$ cat config.mk
export PLATFORM = sky130hd
export DESIGN_NAME = int_sync_crossing_source_multi
export DESIGN_NICKNAME = d
export VERILOG_FILES = /design/src/rtl/int_sync_crossing_source_multi_pkg.sv /design/src/rtl/int_sync_crossing_source_multi_chan_slice.sv /design/src/rtl/int_sync_crossing_source_multi.sv
export SDC_FILE = /design/constraint.sdc
export NUM_CORES = 1
export LEC_CHECK = 0
export CORE_AREA = 2 2 39 41
export DETAILED_ROUTE_END_ITERATION = 8
export DIE_AREA = 0 0 41 43
export GPL_ROUTABILITY_DRIVEN = 1
export GPL_TIMING_DRIVEN = 0
export PLACE_DENSITY = 0.79
export SYNTH_ARGS = -nofsm -noshare
export SYNTH_HDL_FRONTEND = slang
export SYNTH_SLANG_ARGS = --single-unit
$ cat constraint.sdc
create_clock -name clock -period 0.8 [get_ports clock]
set_input_delay 0.16 -clock clock [delete_from_list [all_inputs] [get_ports clock]]
set_output_delay 0.16 -clock clock [all_outputs]
set_load 0.02 [all_outputs]
$ cat src/rtl/int_sync_crossing_source_multi_pkg.sv
// Shared definitions for the multi-channel interrupt crossing source:
// channel-kind lookup, enable-mask reset value and channel-count legality.
package int_xing_pkg;

  // Widest supported channel count; masks are held at this width here.
  localparam int unsigned MAX_INTS = 64;

  // Enable mask comes out of reset with every channel enabled.
  localparam logic [63:0] MASK_RESET = {64{1'b1}};

  // Returns 1 when channel idx is edge-captured, 0 when it is level.
  function automatic logic edge_chan(input logic [63:0] edge_mask,
                                     input logic [5:0]  idx);
    return edge_mask[idx];
  endfunction

  // Channel count must lie in 1..MAX_INTS.
  function automatic logic num_ints_legal(input int n);
    return (n >= 1) && (n <= 64);
  endfunction

endpackage

$ cat src/rtl/int_sync_crossing_source_multi_chan_slice.sv
// One interrupt channel: previous-input copy, sticky pending bit (edge
// channels only) and the output flop feeding the crossing sink.
module int_chan_slice
  import int_xing_pkg::*;
#(
  parameter bit EDGE       = 1'b0,
  parameter bit REGISTERED = 1'b1
) (
  input  logic clock,
  input  logic reset,
  input  logic i_in,
  input  logic i_mask,
  input  logic i_clr,
  output logic o_pend,
  output logic o_out
);

  logic r_in_q;
  logic r_pend;
  logic r_out;
  logic w_rise;
  logic w_raw;

  // Rising edge only exists on edge channels; level channels never pend.
  assign w_rise = EDGE & i_in & ~r_in_q;

  // Value presented before the output flop, gated by the enable mask.
  assign w_raw = (EDGE ? r_pend : i_in) & i_mask;

  // Input history, sticky pending (new edge beats clear) and output flop.
  always_ff @(posedge clock) begin
    if (!reset) begin
      r_in_q <= i_in;
      r_pend <= 1'b0;
      r_out  <= 1'b0;
    end else begin
      r_in_q <= i_in;
      if (w_rise) begin
        r_pend <= 1'b1;
      end else if (i_clr) begin
        r_pend <= 1'b0;
      end else begin
        r_pend <= r_pend;
      end
      r_out <= w_raw;
    end
  end

  // Edge channels always leave through the flop; level channels only when
  // the crossing is built registered.
  assign o_out  = (REGISTERED || EDGE) ? r_out : w_raw;
  assign o_pend = r_pend;

endmodule

$ cat src/rtl/int_sync_crossing_source_multi.sv
// Source half of a multi-channel interrupt clock-domain crossing. Holds the
// software enable mask and fans the clear strobe out to per-channel slices.
module int_sync_crossing_source_multi
  import int_xing_pkg::*;
#(
  parameter int                  NUM_INTS   = 4,
  parameter logic [NUM_INTS-1:0] EDGE_MASK  = '0,
  parameter bit                  REGISTERED = 1'b1
) (
  input  logic                clock,
  input  logic                reset,
  input  logic [NUM_INTS-1:0] auto_in,
  output logic [NUM_INTS-1:0] auto_out_sync,
  input  logic                clr_valid,
  input  logic [NUM_INTS-1:0] clr_mask,
  input  logic                mask_we,
  input  logic [NUM_INTS-1:0] mask_wdata,
  output logic [NUM_INTS-1:0] mask_q,
  output logic [NUM_INTS-1:0] pending
);

  // Reject unsupported channel counts while elaborating.
  if (!num_ints_legal(NUM_INTS)) begin : g_bad_num_ints
    $error("int_sync_crossing_source_multi: NUM_INTS must be 1..64");
  end

  logic [NUM_INTS-1:0] r_mask;
  logic [NUM_INTS-1:0] w_clr;
  logic [NUM_INTS-1:0] w_pend;
  logic [NUM_INTS-1:0] w_out;

  // Clear request per channel; level slices ignore it internally.
  assign w_clr = {NUM_INTS{clr_valid}} & clr_mask;

  // Enable mask: whole-word write, all channels enabled after reset.
  always_ff @(posedge clock) begin
    if (!reset) begin
      r_mask <= MASK_RESET[NUM_INTS-1:0];
    end else if (mask_we) begin
      r_mask <= mask_wdata;
    end else begin
      r_mask <= r_mask;
    end
  end

  for (genvar i = 0; i < NUM_INTS; i++) begin : g_chan
    int_chan_slice #(
      .EDGE       (edge_chan(64'(EDGE_MASK), 6'(i))),
      .REGISTERED (REGISTERED)
    ) u_slice (
      .clock  (clock),
      .reset  (reset),
      .i_in   (auto_in[i]),
      .i_mask (r_mask[i]),
      .i_clr  (w_clr[i]),
      .o_pend (w_pend[i]),
      .o_out  (w_out[i])
    );
  end

  assign auto_out_sync = w_out;
  assign pending       = w_pend;
  assign mask_q        = r_mask;

endmodule

==> flow_metrics.env <==
export IMPL_run_status="complete, but fails checks"
export IMPL_violations="setup timing"
export IMPL_io_buffers=17
export IMPL_gp_congestion=0.744
export IMPL_final_nets=70
export IMPL_yosys_top_cells_area="dfxtp_1 46%, buf_4 26%, mux2i_1 12%"
export IMPL_pre_cts_slack_ps=-400
export IMPL_whs_ps=158
export IMPL_finalSetupViolations=8
export IMPL_synth_mux_area_frac=0.116
export IMPL_synth_compound_area_share=0
export IMPL_ys_top_cells_by_count="12 x buf_4, 8 x dfxtp_1, 4 x and3_1, 4 x mux2i_1, 4 x nand2_1"
export IMPL_path_max_fanout=3
export IMPL_antenna_found_initial=0
export IMPL_maxSlewViolCount=0
export IMPL_yosysTopAreaCellShare=0.464
export IMPL_final_util=0.401
export IMPL_synthAdderAreaFrac=0
export IMPL_drive_above_1_share=0.519
export IMPL_drc_errors=0
export IMPL_fmax_mhz=1150
export IMPL_post_route_period_util=1.08
export IMPL_yosys_area_share_xor_xnor=0
export IMPL_end_kind="output pin"
export IMPL_yosysSeqAreaShare=0.464
export IMPL_grt_pass1_vias=254
export IMPL_slowest_stage="dfxtp_2"
export IMPL_cts_tree="done"
export IMPL_synthSimpleGateAreaFrac=0.116
export IMPL_synthCells=34
export IMPL_io_pins=28
export IMPL_path_class="reg -> out"
export IMPL_synth_warnings=0
export IMPL_hold_viol_final=0
export IMPL_vias=255
export IMPL_critical_path_top_delay_family="flip-flops"
export IMPL_setup_slack_ps=-66.2
export IMPL_vdd_drop_max_mv=0.794
export IMPL_synth_edf_count=0
export IMPL_ys_seq_elements=8
export IMPL_n_antenna_cell=0
export IMPL_via_per_inst=3.75
export IMPL_hold_buffers=0
export IMPL_clock_sinks=8
export IMPL_switching_share=0.238
export IMPL_p_switching_w=0.000226
export IMPL_detail_route_wl_per_cell_um=8.99
export IMPL_grt_max_degree=9
export IMPL_clk_pin_slew_worst_paths_ps=50
export IMPL_fillers=142
export IMPL_yosysMostFrequentCell="buf_4"
export IMPL_dr_pass1_iters=1
export IMPL_maxCapViolCount=0
export IMPL_cts_made_buffers=3
export IMPL_die_height_um=43
export IMPL_power_density_mw_per_mm2=1720
export IMPL_first_iter_violations=0
export IMPL_cts_root_buf="clkbuf_4"
export IMPL_pwr_share_comb=0.220
export IMPL_wl_um=611
export IMPL_dieArea_mm2=0.00176
export IMPL_postSynth_topFlopCell="dfxtp_1"
export IMPL_critical_path_n_buffers_inverters=1
export IMPL_grt_overflow=0
export IMPL_grt_pass1_wl_mm=1.03
export IMPL_area_growth_pct=60.5
export IMPL_yosysTopAreaCell="dfxtp_1"
export IMPL_worst_skew_pair_late_latency_ps=250
export IMPL_die_w_um=41
export IMPL_global_route_usage_total=0.0947
export IMPL_arrival_ps=710
export IMPL_min_path_type="in -> reg"
export IMPL_finalCriticalPeriod_ps=866
export IMPL_coreArea_mm2=0.00138
export IMPL_initial_core_util=0.250
export IMPL_async_reset_ff_frac=0
export IMPL_avgSynthCellArea_um2=10.2
export IMPL_clockPowerShare=0.315
export IMPL_worstPathCellList="buf_6"
export IMPL_p_seq_frac=0.465
export IMPL_num_rows=14
export IMPL_cts_htree_levels=1
export IMPL_worstPathRequired_ps=640
export IMPL_p_int_w=0.000725
export IMPL_critPathLaunchType="register"
export IMPL_cts_buffer_depth=2
export IMPL_ys_types=7
export IMPL_synth_top_family_by_area="buffers and inverters"
export IMPL_ant_nets=0
export IMPL_syn_cell_area_um2=345
export IMPL_cpPeakStageDelay_ps=340
export IMPL_fin_skew_ps=3.24
export IMPL_grt_setup_unrepaired="true"
export IMPL_p_leak_nw=0.278
layout make-up:
cell class	count	area [µm²]	share of cell area
buffer	5	41.3	0.0745
clock buffer	3	22.5	0.0406
multi-input combinational	16	95.1	0.172
sequential	8	170	0.307
tap	16	20.0	0.0361
timing repair buffer	20	205	0.370
registers in the layout, indices dropped and copies added, names as in the netlist:
name                  flops
g_chan.u_slice.o_out      4
mask_q                    4
power groups by stage:
stage	combinational [W]	sequential (W)	clock, W
floorplan	0.000129	0.000439	0
global placement	0.000222	0.000442	0
detailed placement	0.000223	0.000442	0
CTS	0.000211	0.000442	0.000316
global route	0.000224	0.000445	0.000355
finish	0.000209	0.000442	0.000300
logic make-up after synthesis:
logic type	Yosys count
buf+inv	13
other cells	1
mux	4
flops	8
simple gates	8
layer usage:
metal  vias up  share of wire  GRT usage
li1        128              -          -
met1       113           0.34     0.0779
met2        14           0.56      0.144
met3         0          0.098     0.0942
met4         0              0     0.0400
met5         -              0          0
per-stage QoR:
step	setup TNS, ps	area [µm²]	power, W	cells
after floorplan	0	357	0.000568	37
after global placement	-4320	547	0.000664	70
after detailed placement	-4450	547	0.000666	70
after CTS	-480	552	0.000970	68
after global routing	-735	554	0.00102	68
final	-383	554	0.000952	68
path summary, 6_finish.rpt:
kind	cells after the start	endpoint	slack, ps	startpoint
max	1	mask_q[2]	-70	mask_q[2]$_SDFFE_PN1P_
min	3	mask_q[3]$_SDFFE_PN1P_	160	mask_we
max reg2reg	3	mask_q[0]$_SDFFE_PN1P_	40	mask_q[0]$_SDFFE_PN1P_
min reg2reg	2	mask_q[2]$_SDFFE_PN1P_	500	mask_q[2]$_SDFFE_PN1P_
placed cells by master, fill, tap and decap left out:
cell	n
buf_6	9
dfxtp_2	8
clkdlybuf4s50_1	8
buf_4	7
and3_1	4
mux2i_1	4
nand2_1	4
conb_1	4
clkbuf_4	3
dlymetal6s2s_1	1
repair_timing:
| item | in CTS | in global routing |
|---|---|---|
| pin swaps | 0 | 0 |
| buffers inserted | 3 | 0 |
| endpoints found under the setup margin | 8 | 12 |
| gates resized for setup | 56 | 1 |
No activity file was read; power rests on OpenSTA's default activity.
